[src/rtl/multdiv_ctrl.sv]
// Sequencer between the execute stage and the shared multi-cycle multiply/divide unit:
// accepts mult/div in IDLE, starts the unit, stalls the pipe, then issues one writeback.
module multdiv_ctrl #(
  parameter int unsigned TIMEOUT    = 40,
  parameter logic [4:0]  MULT_OPC   = 5'b00110,
  parameter logic [4:0]  DIV_OPC    = 5'b00111,
  parameter logic [4:0]  STATUS_REG = 5'd30,
  parameter logic [31:0] MULT_EXC   = 32'd4,
  parameter logic [31:0] DIV_EXC    = 32'd5
) (
  input  logic        clock,
  input  logic        reset,
  input  logic        issue_valid,
  input  logic [4:0]  alu_opcode,
  input  logic [4:0]  issue_rd,
  input  logic [31:0] operand_a,
  input  logic [31:0] operand_b,
  input  logic        flush,
  input  logic        md_ready,
  input  logic        md_exception,
  input  logic [31:0] md_result,
  output logic        md_start_mult,
  output logic        md_start_div,
  output logic [31:0] md_a,
  output logic [31:0] md_b,
  output logic        stall,
  output logic        busy,
  output logic        wb_valid,
  output logic [4:0]  wb_rd,
  output logic [31:0] wb_data
);

  typedef enum logic [1:0] {S_IDLE, S_START, S_BUSY, S_WB} state_e;

  state_e      state_q, state_d;
  logic [5:0]  cnt_q, cnt_d;
  logic        is_div_q, is_div_d;
  logic [4:0]  rd_q, rd_d;
  logic [31:0] md_a_q, md_a_d;
  logic [31:0] md_b_q, md_b_d;
  logic        start_mult_q, start_mult_d;
  logic        start_div_q, start_div_d;
  logic        wb_valid_q, wb_valid_d;
  logic [4:0]  wb_rd_q, wb_rd_d;
  logic [31:0] wb_data_q, wb_data_d;
  logic        accept;
  logic [31:0] exc_code;

  always_comb begin
    accept   = (state_q == S_IDLE) && issue_valid && !flush &&
               ((alu_opcode == MULT_OPC) || (alu_opcode == DIV_OPC));
    exc_code = is_div_q ? DIV_EXC : MULT_EXC;

    state_d      = state_q;
    cnt_d        = cnt_q;
    is_div_d     = is_div_q;
    rd_d         = rd_q;
    md_a_d       = md_a_q;
    md_b_d       = md_b_q;
    start_mult_d = 1'b0;
    start_div_d  = 1'b0;
    wb_valid_d   = 1'b0;
    wb_rd_d      = wb_rd_q;
    wb_data_d    = wb_data_q;

    case (state_q)
      S_IDLE: begin
        if (accept) begin
          md_a_d   = operand_a;
          md_b_d   = operand_b;
          rd_d     = issue_rd;
          is_div_d = (alu_opcode == DIV_OPC);
          state_d  = S_START;
        end
      end
      S_START: begin
        // The start pulse is registered on leaving START so a flush here suppresses it.
        if (flush) begin
          state_d = S_IDLE;
        end else begin
          start_mult_d = !is_div_q;
          start_div_d  = is_div_q;
          cnt_d        = '0;
          state_d      = S_BUSY;
        end
      end
      S_BUSY: begin
        if (flush) begin
          state_d = S_IDLE;
        end else if (md_ready) begin
          state_d = S_WB;
          if (md_exception) begin
            wb_rd_d    = STATUS_REG;
            wb_data_d  = exc_code;
            wb_valid_d = 1'b1;
          end else begin
            wb_rd_d    = rd_q;
            wb_data_d  = md_result;
            wb_valid_d = (rd_q != '0);
          end
        end else if (cnt_q == 6'(TIMEOUT - 1)) begin
          state_d    = S_WB;
          wb_rd_d    = STATUS_REG;
          wb_data_d  = exc_code;
          wb_valid_d = 1'b1;
        end else begin
          cnt_d = cnt_q + 6'd1;
        end
      end
      S_WB: begin
        state_d = S_IDLE;
      end
      default: begin
        state_d = S_IDLE;
      end
    endcase
  end

  always_ff @(posedge clock) begin
    if (reset) begin
      state_q      <= S_IDLE;
      cnt_q        <= '0;
      is_div_q     <= 1'b0;
      rd_q         <= '0;
      md_a_q       <= '0;
      md_b_q       <= '0;
      start_mult_q <= 1'b0;
      start_div_q  <= 1'b0;
      wb_valid_q   <= 1'b0;
      wb_rd_q      <= '0;
      wb_data_q    <= '0;
    end else begin
      state_q      <= state_d;
      cnt_q        <= cnt_d;
      is_div_q     <= is_div_d;
      rd_q         <= rd_d;
      md_a_q       <= md_a_d;
      md_b_q       <= md_b_d;
      start_mult_q <= start_mult_d;
      start_div_q  <= start_div_d;
      wb_valid_q   <= wb_valid_d;
      wb_rd_q      <= wb_rd_d;
      wb_data_q    <= wb_data_d;
    end
  end

  always_comb begin
    stall         = accept || (state_q == S_START) || (state_q == S_BUSY);
    busy          = (state_q != S_IDLE);
    md_start_mult = start_mult_q;
    md_start_div  = start_div_q;
    md_a          = md_a_q;
    md_b          = md_b_q;
    wb_valid      = wb_valid_q;
    wb_rd         = wb_rd_q;
    wb_data       = wb_data_q;
  end

endmodule

[config.mk]
export PLATFORM = sky130hd
export DESIGN_NAME = multdiv_ctrl
export DESIGN_NICKNAME = d
export VERILOG_FILES = /design/src/rtl/multdiv_ctrl.sv
export SDC_FILE = /design/constraint.sdc
export NUM_CORES = 1
export LEC_CHECK = 0
export ABC_CLOCK_PERIOD_IN_PS = 2530
export BUFFER_PORTS_ARGS = -buffer_cell sky130_fd_sc_hd__buf_2
export CAP_MARGIN = 20
export CORE_MARGIN = 1.5
export CORE_UTILIZATION = 45
export DETAILED_ROUTE_END_ITERATION = 10
export PLACE_DENSITY = 0.85
export SLEW_MARGIN = 5
export SYNTH_ARGS = -nofsm -noshare
export SYNTH_HDL_FRONTEND = slang
export SYNTH_SLANG_ARGS = --single-unit
[constraint.sdc]
create_clock -name clock -period 2.53 [get_ports clock]
set_input_delay 0.506 -clock clock [delete_from_list [all_inputs] [get_ports clock]]
set_output_delay 0.506 -clock clock [all_outputs]
set_load 0.01 [all_outputs]
==> results of run 1 <==
-- power by group through the flow --
stage | Sequential, W | Clock (W) | Combinational [W]
3_3_place_gp | 0.00191 | 0 | 0.000176
6_report | 0.00187 | 0.00216 | 0.000181
5_1_grt | 0.00187 | 0.00229 | 0.000202
4_1_cts | 0.00187 | 0.00220 | 0.000182
2_1_floorplan | 0.00191 | 0 | 0.0000700
3_5_place_dp | 0.00191 | 0 | 0.000181
-- critical path: stages (launching register included) --
cell     delay, ps
dfxtp_1        390
nor4b_2        340
nand4_1        150
nand3_1         90
buf_2          130
-- cell type report --
class	instances	share of cell area, %
inverter	4	0.241
clock buffer	22	7.43
clock inverter	9	1.25
timing repair buffer	224	18.5
sequential	118	37.9
tap	133	2.67
multi-input combinational	376	31.9
-- registers in the layout, summed over array words and instances, names as in the netlist, 2 cells and up --
name     count
cnt_q        6
md_a        32
md_b        32
rd_q         5
state_q      2
wb_data     32
wb_rd        5
-- kinds of logic after synthesis --
family          after synthesis  share of synthesized area (%)
mux                          32                           7.00
buf+inv                      41                           4.92
simple gates                256                           25.8
fa+ha+maj                     1                          0.273
compound gates               87                           10.3
flops                       118                           51.6
-- through the flow --
| step | cells | power, W |
|---|---|---|
| 2_1_floorplan | 535 | 0.00198 |
| 3_3_place_gp | 855 | 0.00209 |
| 3_5_place_dp | 855 | 0.00209 |
| 4_1_cts | 886 | 0.00426 |
| 5_1_grt | 886 | 0.00437 |
| 6_report | 886 | 0.00421 |
-- how the worst min path moves through the flow --
| stage | start | to | cells past startpoint |
|---|---|---|---|
| detailed placement | md_a[28]$_SDFFE_PP0P_ | md_a[28]$_SDFFE_PP0P_ | 2 |
| finish | operand_b[9] | md_b[9]$_SDFFE_PP0P_ | 3 |
| global route | operand_a[18] | md_a[18]$_SDFFE_PP0P_ | 3 |
| floorplan | is_div_q$_SDFFE_PP0P_ | md_start_mult$_SDFF_PP0_ | 1 |
| global placement | md_b[24]$_SDFFE_PP0P_ | md_b[24]$_SDFFE_PP0P_ | 2 |
| CTS | operand_a[27] | md_a[27]$_SDFFE_PP0P_ | 3 |
-- per-layer routing --
| metal | GRT usage [%] | up-vias | wire length, um |
|---|---|---|---|
| li1 | - | 2174 | - |
| met1 | 23.8 | 1964 | 4710 |
| met2 | 37.2 | 181 | 5700 |
| met3 | 8.06 | 21 | 861 |
| met4 | 9.23 | 0 | 214 |
| met5 | 0 | - | 0 |
-- layout by cell type, fill, tap and decap left out, drive strengths merged, types with 3 or more instances in the layout --
| cell type | n |
|---|---|
| a21oi | 72 |
| and2 | 31 |
| buf | 224 |
| clkbuf | 22 |
| clkinv | 5 |
| clkinvlp | 3 |
| dfxtp | 118 |
| inv | 4 |
| mux2i | 32 |
| nand2 | 148 |
| nand3 | 4 |
| nand4 | 3 |
| nor2 | 34 |
| nor2b | 6 |
| nor3 | 13 |
| o21ai | 4 |
| o31a | 3 |
==> reports/qor.yml, run 1 <==
ys_top_cells_by_count: "148 x nand2_1, 118 x dfxtp_1, 71 x a21oi_1"
grt_max_degree: 71
cts_hold_buffers: 0
arrival_ps: 1610
gp_congestion: 0.820
via_count: 4340
hold_path_class: "input pin to flip-flop"
area_growth_pct: 36.1
fin_ws_ps: 414
post_cts_buffers: 0
initial_utilization_pct: 46.6
antenna_found_initial: 0
finalSetupViolations: 0
utilization_pct: 63.4
maxCapViolations: 0
drive_gt1_share_pct: 34.9
clock_path_buffers: 2
die_w_um: 104
fin_skew_ps: 7.44
die_h_um: 104
rsz0062_at_grt: "false"
outcome: "complete, no violations"
regArea_mm2: 0.00236
p_switching_w: 0.000889
finalSetupTns_ps: 0
cts.root.buffer_cell: "clkbuf_8"
gr-usage-all-layers_pct: 21.6
p_per_area_mw_per_mm2: 676
rows: 36
ys_types: 44
clk_latency_ps: 510
switching_share_pct: 21.1
synth_most_common_cell: "nand2_1"
power_frac_seq_pct: 44.5
ys_ff_latch: 118
dieArea_mm2: 0.0108
finalCritPeriodShare_pct: 83.6
cts_tree: "yes"
num_io_pins: 218
htree_num_levels: 4
place_area_mm2: 0.00569
combPwrFrac_pct: 4.3
clk_pin_slew_ps: 50
path_max_fanout: 7
cts_made_buffers: 17
regToRegSetupSlack_ps: 740
max_slew_margin_pct: 54.8
n_fill_cell: 823
ctsResizeCount: 0
synthFlopType: "dfxtp_1"
ff2ff_path_depth: 6
synth_edf_count: 0
cts.sinks: 118
critPathCapture: "stall"
final_nets: 854
vias_per_cell: 4.90
final.min_clock_period_ps: 2120
seq_area_frac_synth_pct: 51.6
wl_um: 11500
first_pass_iters: 7
async_reset_ff_share_pct: 0
synth.area.top_cells: "dfxtp_1 52%, nand2_1 12%, a21oi_1 7.8%"
p_clk_share_pct: 51.2
regToRegStartpoint: "cnt_q[0]$_SDFFE_PP0P_"
ir_drop_mv: 0.448
timing.hold.ws_ps: 236
cp-start-kind: "flip-flop"
tightestPinTransition_ps: 678
reg2reg_to: "wb_rd[2]$_SDFFE_PP0P_"
synth_area_mm2: 0.00457
yosys_warnings: 0
yosys.area.top_type: "dfxtp_1"
synth.avg_cell_area_um2: 8.55
synth_nets: 648
post-place-ws_ps: 607
antenna_cells: 0
finalMaxSlewViolations: 0
antenna_left: 0
fmax_ghz: 0.473
gr-total-overflow: 0
finalHoldViolCount: 0
internal_power_w: 0.00332
core_area_mm2: 0.00982
drcViolationCount: 0
drtIter0Drc: 188
critPathKind: "flip-flop to primary output"
port_buffers: 217
synth_top_area_share_pct: 51.6
worstPathRequired_ps: 2020
wl_per_cell_um: 13.0
startpoint: "state_q[1]$_SDFFE_PP0P_"
final_cell_area_mm2: 0.00623
postSynthCellCount: 535
multiInputGateArea_mm2: 0.00199
grt_pass1_wl_um: 18900
endpoint_kind: "primary output"
place_hpwl_um: 8230
first_global_vias: 4237
p_leak_nw: 3.04
No activity file was read; power rests on OpenSTA's default activity.
==> run 2: changes to the inputs <==
ABC_CLOCK_PERIOD_IN_PS = 2000   (was 2530)
clock period = 2 ns   (was 2.53 ns; I/O delays follow)
==> reports/qor.yml, run 2 (synthesis gave the netlist of run 1 again) <==
outcome: "complete, no violations"
cp_slowest_cell: "dfxtp_2"
wl_per_cell_um: 13.0  # -0.12%
antenna_left: 0  # unchanged
gr-total-overflow: 0  # unchanged
htree_num_levels: 4  # unchanged
place_area_mm2: 0.00571  # +0.35%
most-common-layout-cells: "216 x buf_2, 148 x nand2_1, 116 x dfxtp_1"
initial_utilization_pct: 46.6  # unchanged
gr-usage-met3_pct: 6.29  # -1.8 points
place_hpwl_um: 8230  # about the same
fin_ws_ps: 74.5  # -340 ps
drive_gt1_share_pct: 35.7  # +0.79 points
antenna_cells: 0  # unchanged
cts.root.buffer_cell: "clkbuf_8"
final_cells: 889  # +0.34%
clk_pin_slew_ps: 60  # about the same
arrival_ps: 1530  # -80 ps
tightestPinTransition_ps: 644  # -33.7 ps
path_max_fanout: 7  # unchanged
final.min_clock_period_ps: 1930
slowest_delay_ps: 350  # -40 ps
core_area_mm2: 0.00982  # unchanged
reg2reg_to: "wb_rd[2]$_SDFFE_PP0P_"
p_leak_nw: 3.10  # +2.1%
first_pass_iters: 4  # -3
finalCritPeriodShare_pct: 96.3
regToRegStartpoint: "cnt_q[0]$_SDFFE_PP0P_"
fin_skew_ps: 6.18  # -1.26 ps
die_w_um: 104  # unchanged
grt.met1_usage_pct: 24.4  # +0.51 points
rsz0062_at_grt: "false"
cts.sinks: 118  # unchanged
post-place-ws_ps: 197  # -410 ps
layout_commonest_cell: "buf_2"
port_buffers: 217  # unchanged
final_nets: 857  # +0.35%
min_from: "operand_b[15]"
fmax_ghz: 0.519
critPathKind: "flip-flop to primary output"
vias_per_cell: 4.92  # +0.54%
gp_congestion: 0.851  # +3.9%
finalMaxSlewViolations: 0  # unchanged
dpl.cell_count: 856  # +0.12%
first_global_vias: 4266  # +0.68%
area_growth_pct: 39.0
regToRegSetupSlack_ps: 170  # -570 ps
p_per_area_mw_per_mm2: 901  # +33%
hold_depth: 3  # unchanged
endpoint_kind: "primary output"
ff2ff_path_depth: 6  # unchanged
finalSetupTns_ps: 0  # unchanged
num_io_pins: 218  # unchanged
cts_tree: "yes"
met2_usage_pct: 37.8  # +0.66 points
finalSetupViolations: 0  # unchanged
wl_um: 11500  # +0.22%
cts_hold_buffers: 0  # unchanged
via_count: 4378  # +0.88%
drcViolationCount: 0  # unchanged
clk_latency_ps: 500  # about the same
final_cell_area_mm2: 0.00636  # +2.1%
finalHoldViolCount: 0  # unchanged
max_slew_margin_pct: 57.1  # +2.2 points
ir_drop_mv: 0.496  # +11%
maxCapViolations: 0  # unchanged
cts_made_buffers: 17  # unchanged
drtIter0Drc: 215  # +14%
clock_path_buffers: 2  # unchanged
timing.hold.ws_ps: 130  # -106 ps
cp-start-kind: "flip-flop"
rows: 36  # unchanged
grt_max_degree: 64  # -9.9%
gr-usage-all-layers_pct: 21.6  # about the same
dieArea_mm2: 0.0108  # unchanged
die_h_um: 104  # unchanged
path_cells: "nor4b_4 > nand4_1 > nand3_1 > buf_2"
worstPathRequired_ps: 1600  # -420 ps
n_fill_cell: 811  # -1.5%
grt_busiest_layer: "met2"
grt_pass1_wl_um: 19200  # +1.4%
hold_path_class: "input pin to flip-flop"
hold_end: "md_b[15]$_SDFFE_PP0P_"
antenna_found_initial: 0  # unchanged
[run 2: cell count changes in the layout (fill, tap and decap cells not counted)]
cell	change
clkbuf_1	-2
nor4b_4	+1
clkbuf_8	+4
dfxtp_2	+2
bufinv_16	+2
nor4b_2	-1
dfxtp_1	-2
buf_12	+1
buf_4	+2
clkinv_2	-3
clkinvlp_4	-1
[run 2: how the worst max path moves through the flow]
stage | startpoint | end | slack, ps | cells past startpoint
floorplan | state_q[1]$_SDFFE_PP0P_ | stall | 350 | 4
global placement | cnt_q[0]$_SDFFE_PP0P_ | wb_data[2]$_SDFFE_PP0P_ | 300 | 6
detailed placement | cnt_q[0]$_SDFFE_PP0P_ | wb_rd[2]$_SDFFE_PP0P_ | 200 | 6
CTS | state_q[0]$_SDFFE_PP0P_ | stall | 30 | 4
global route | state_q[0]$_SDFFE_PP0P_ | stall | 4 | 4
finish | state_q[0]$_SDFFE_PP0P_ | stall | 70 | 4
[run 2: critical path: cells and delay by family, from the launching register on]
kind                   cells  cell delay, ps
and+or+nand+nor            3             540
buffers and inverters      1             130
DFF                        1             350
[run 2: power by group]
group	total, W	switching, W	internal (W)	leakage, nW
registers	0.00237	0.00000557	0.00236	0.952
clock network	0.00312	0.00101	0.00212	0.305
logic	0.000233	0.000117	0.000116	1.84
[run 2: per-layer routing]
layer	up-vias	share of wire [%]	wire length (um)
met3	20	6.9	789
met4	0	1.7	201
li1	2177	-	-
met1	2011	42	4830
met2	170	49	5690
met5	-	0	0
[run 2: layout make-up]
| type | instances | area (um^2) | share of cell area [%] |
|---|---|---|---|
| clock inverter | 7 | 115 | 1.81 |
| timing repair buffer | 227 | 1190 | 18.7 |
| tap | 133 | 166 | 2.62 |
| clock buffer | 24 | 510 | 8.03 |
| multi-input combinational | 376 | 2000 | 31.4 |
| inverter | 4 | 15.0 | 0.236 |
| sequential | 118 | 2360 | 37.2 |
[run 2: repair_timing]
| item | 4_1_cts | 5_1_grt |
|---|---|---|
| setup buffers | 1 | 1 |
| setup endpoints to repair | 1 | 1 |
| pin swaps | 2 | 2 |
| gates resized for setup | 0 | 3 |
[run 2: stage by stage]
stage               total power (W)  utilization [%]
floorplan                   0.00251                -
global placement            0.00264             58.1
detailed placement          0.00265             58.1
CTS                         0.00579             64.6
global route                0.00591             64.8
finish                      0.00573             64.8
==> run 3: changes to the inputs <==
CORE_UTILIZATION = 46   (was 45)
PLACE_DENSITY = 0.86   (was 0.85)
==> reports/qor.yml, run 3 (synthesis gave the netlist of run 1 again) <==
num_io_pins: 218  # unchanged
cp-start-kind: "flip-flop"
rows: 36  # unchanged
clock_path_buffers: 2  # unchanged
post_cts_buffers: 0  # -1
die_w_um: 103  # -1.1%
layout_commonest_cell: "buf_2"
finalSetupViolations: 0  # unchanged
dieArea_mm2: 0.0106  # -2.1%
most-common-layout-cells: "216 x buf_2, 148 x nand2_1, 117 x dfxtp_1"
final_nets: 854  # -0.35%
hold_path_class: "input pin to flip-flop"
drtIter0Drc: 215  # unchanged
finalMaxSlewViolations: 0  # unchanged
cts_hold_buffers: 0  # unchanged
tightestPinTransition_ps: 678  # +34.5 ps
arrival_ps: 1520  # about the same
first_global_vias: 3889  # -8.8%
maxCapViolations: 0  # unchanged
fmax_ghz: 0.521  # +0.35%
antenna_found_initial: 0  # unchanged
power_frac_seq_pct: 42.8  # +1.4 points
cts_tree: "yes"
first_pass_iters: 5  # +1
wl_per_cell_um: 12.9  # -0.17%
wl_um: 11500  # -0.39%
gr-usage-all-layers_pct: 21.1  # -0.51 points
vias_per_cell: 4.89  # -0.71%
place_hpwl_um: 8200  # -0.38%
final_cell_area_mm2: 0.00629  # -1.0%
die_h_um: 103  # -1.1%
switching_share_pct: 19.9  # +0.23 points
internal_power_w: 0.00443  # -3.7%
final.min_clock_period_ps: 1920  # -6.64 ps
critPathKind: "flip-flop to primary output"
initial_utilization_pct: 47.0  # +0.43 points
utilization_pct: 64.7  # about the same
ir_drop_mv: 0.520  # +4.7%
rsz0062_at_grt: "true"
cts.sinks: 118  # unchanged
via_count: 4337  # -0.94%
finalHoldViolCount: 0  # unchanged
cts_made_buffers: 17  # unchanged
place_area_mm2: 0.00570  # about the same
gr-total-overflow: 0  # unchanged
worstPathRequired_ps: 1600  # about the same
grt_pass1_wl_um: 17300  # -9.7%
clk_pin_slew_ps: 60  # about the same
p_clk_share_pct: 53.0  # -1.6 points
p_per_area_mw_per_mm2: 878  # -2.5%
grt_max_degree: 71  # +11%
core_area_mm2: 0.00973  # -0.92%
antenna_cells: 0  # unchanged
antenna_left: 0  # unchanged
fin_ws_ps: 81.1  # +6.64 ps
p_switching_w: 0.00110  # -2.4%
endpoint_kind: "primary output"
fin_skew_ps: 9.12  # +2.94 ps
drive_gt1_share_pct: 35.1  # -0.57 points
path_max_fanout: 7  # unchanged
finalSetupTns_ps: 0  # unchanged
area_growth_pct: 37.6
htree_num_levels: 4  # unchanged
max_slew_margin_pct: 54.8  # -2.3 points
combPwrFrac_pct: 4.2  # about the same
drcViolationCount: 0  # unchanged
total_power_w: 0.00553  # -3.5%
cts.root.buffer_cell: "clkbuf_8"
outcome: "complete, no violations"
finalCritPeriodShare_pct: 95.9  # -0.33 points
gp_congestion: 0.770  # -9.5%
clk_latency_ps: 500  # about the same
p_leak_nw: 3.07  # -0.92%
post-place-ws_ps: 213  # +16.9 ps
port_buffers: 217  # unchanged
run 3: cell count changes in the layout (fill, tap and decap cells not counted):
| cell | previous run | this run |
|---|---|---|
| clkbuf_8 | 8 | 3 |
| dfxtp_2 | 2 | 0 |
| dfxtp_4 | 0 | 1 |
| buf_4 | 9 | 6 |
| clkinvlp_4 | 2 | 1 |
| dfxtp_1 | 116 | 117 |
| nor2b_1 | 5 | 4 |
| clkinv_2 | 2 | 6 |
| clkbuf_1 | 0 | 3 |
| nor2b_2 | 0 | 1 |
run 3: timing repair:
item	4_1_cts	5_1_grt
hold endpoints to repair	0	0
pin swaps	1	2
gates resized for setup	0	3
setup endpoints to repair	1	1
run 3: worst paths after layout:
kind | start | endpoint | slack, ps | depth (start not counted)
max reg2reg | cnt_q[0]$_SDFFE_PP0P_ | wb_data[0]$_SDFFE_PP0P_ | 250 | 6
min reg2reg | md_b[9]$_SDFFE_PP0P_ | md_b[9]$_SDFFE_PP0P_ | 450 | 2
min | operand_b[17] | md_b[17]$_SDFFE_PP0P_ | 140 | 3
max | state_q[1]$_SDFFE_PP0P_ | stall | 80 | 4
run 3: final cells by class:
class / count / area (um^2)
Inverter: 4 / 15.0
Tap cell: 133 / 166
Clock buffer: 22 / 453
Multi-Input combinational cell: 376 / 2000
Clock inverter: 10 / 128
Sequential cell: 118 / 2370
Timing Repair Buffer: 224 / 1170
Fill cell: 811 / 3430
run 3: metal layers:
metal  vias up  global-route usage, %  share of wire, %
met5         -                      0                 0
met4         0                   9.91               2.1
met3        23                   6.51               7.4
met2       185                   36.1                49
met1      1954                   24.1                42
li1       2175                      -                 -
run 3: metrics by stage:
| step | std cells | hold WS, ps |
|---|---|---|
| finish | 887 | 138 |
| global route | 887 | 118 |
| global placement | 855 | 439 |
| floorplan | 535 | 435 |
| detailed placement | 855 | 444 |
| CTS | 887 | 114 |
run 3: critical path, stage by stage (launching register included):
cell     delay (ps)
dfxtp_1         400
nor4b_4         240
nand4_1         150
nand3_1          90
buf_2           140
run 3: power groups by stage:
stage | Combinational, W | Sequential [W] | Clock, W
CTS | 0.000231 | 0.00237 | 0.00299
floorplan | 0.0000885 | 0.00242 | 0
detailed placement | 0.000229 | 0.00242 | 0
global route | 0.000258 | 0.00237 | 0.00312
global placement | 0.000224 | 0.00242 | 0
finish | 0.000232 | 0.00237 | 0.00293
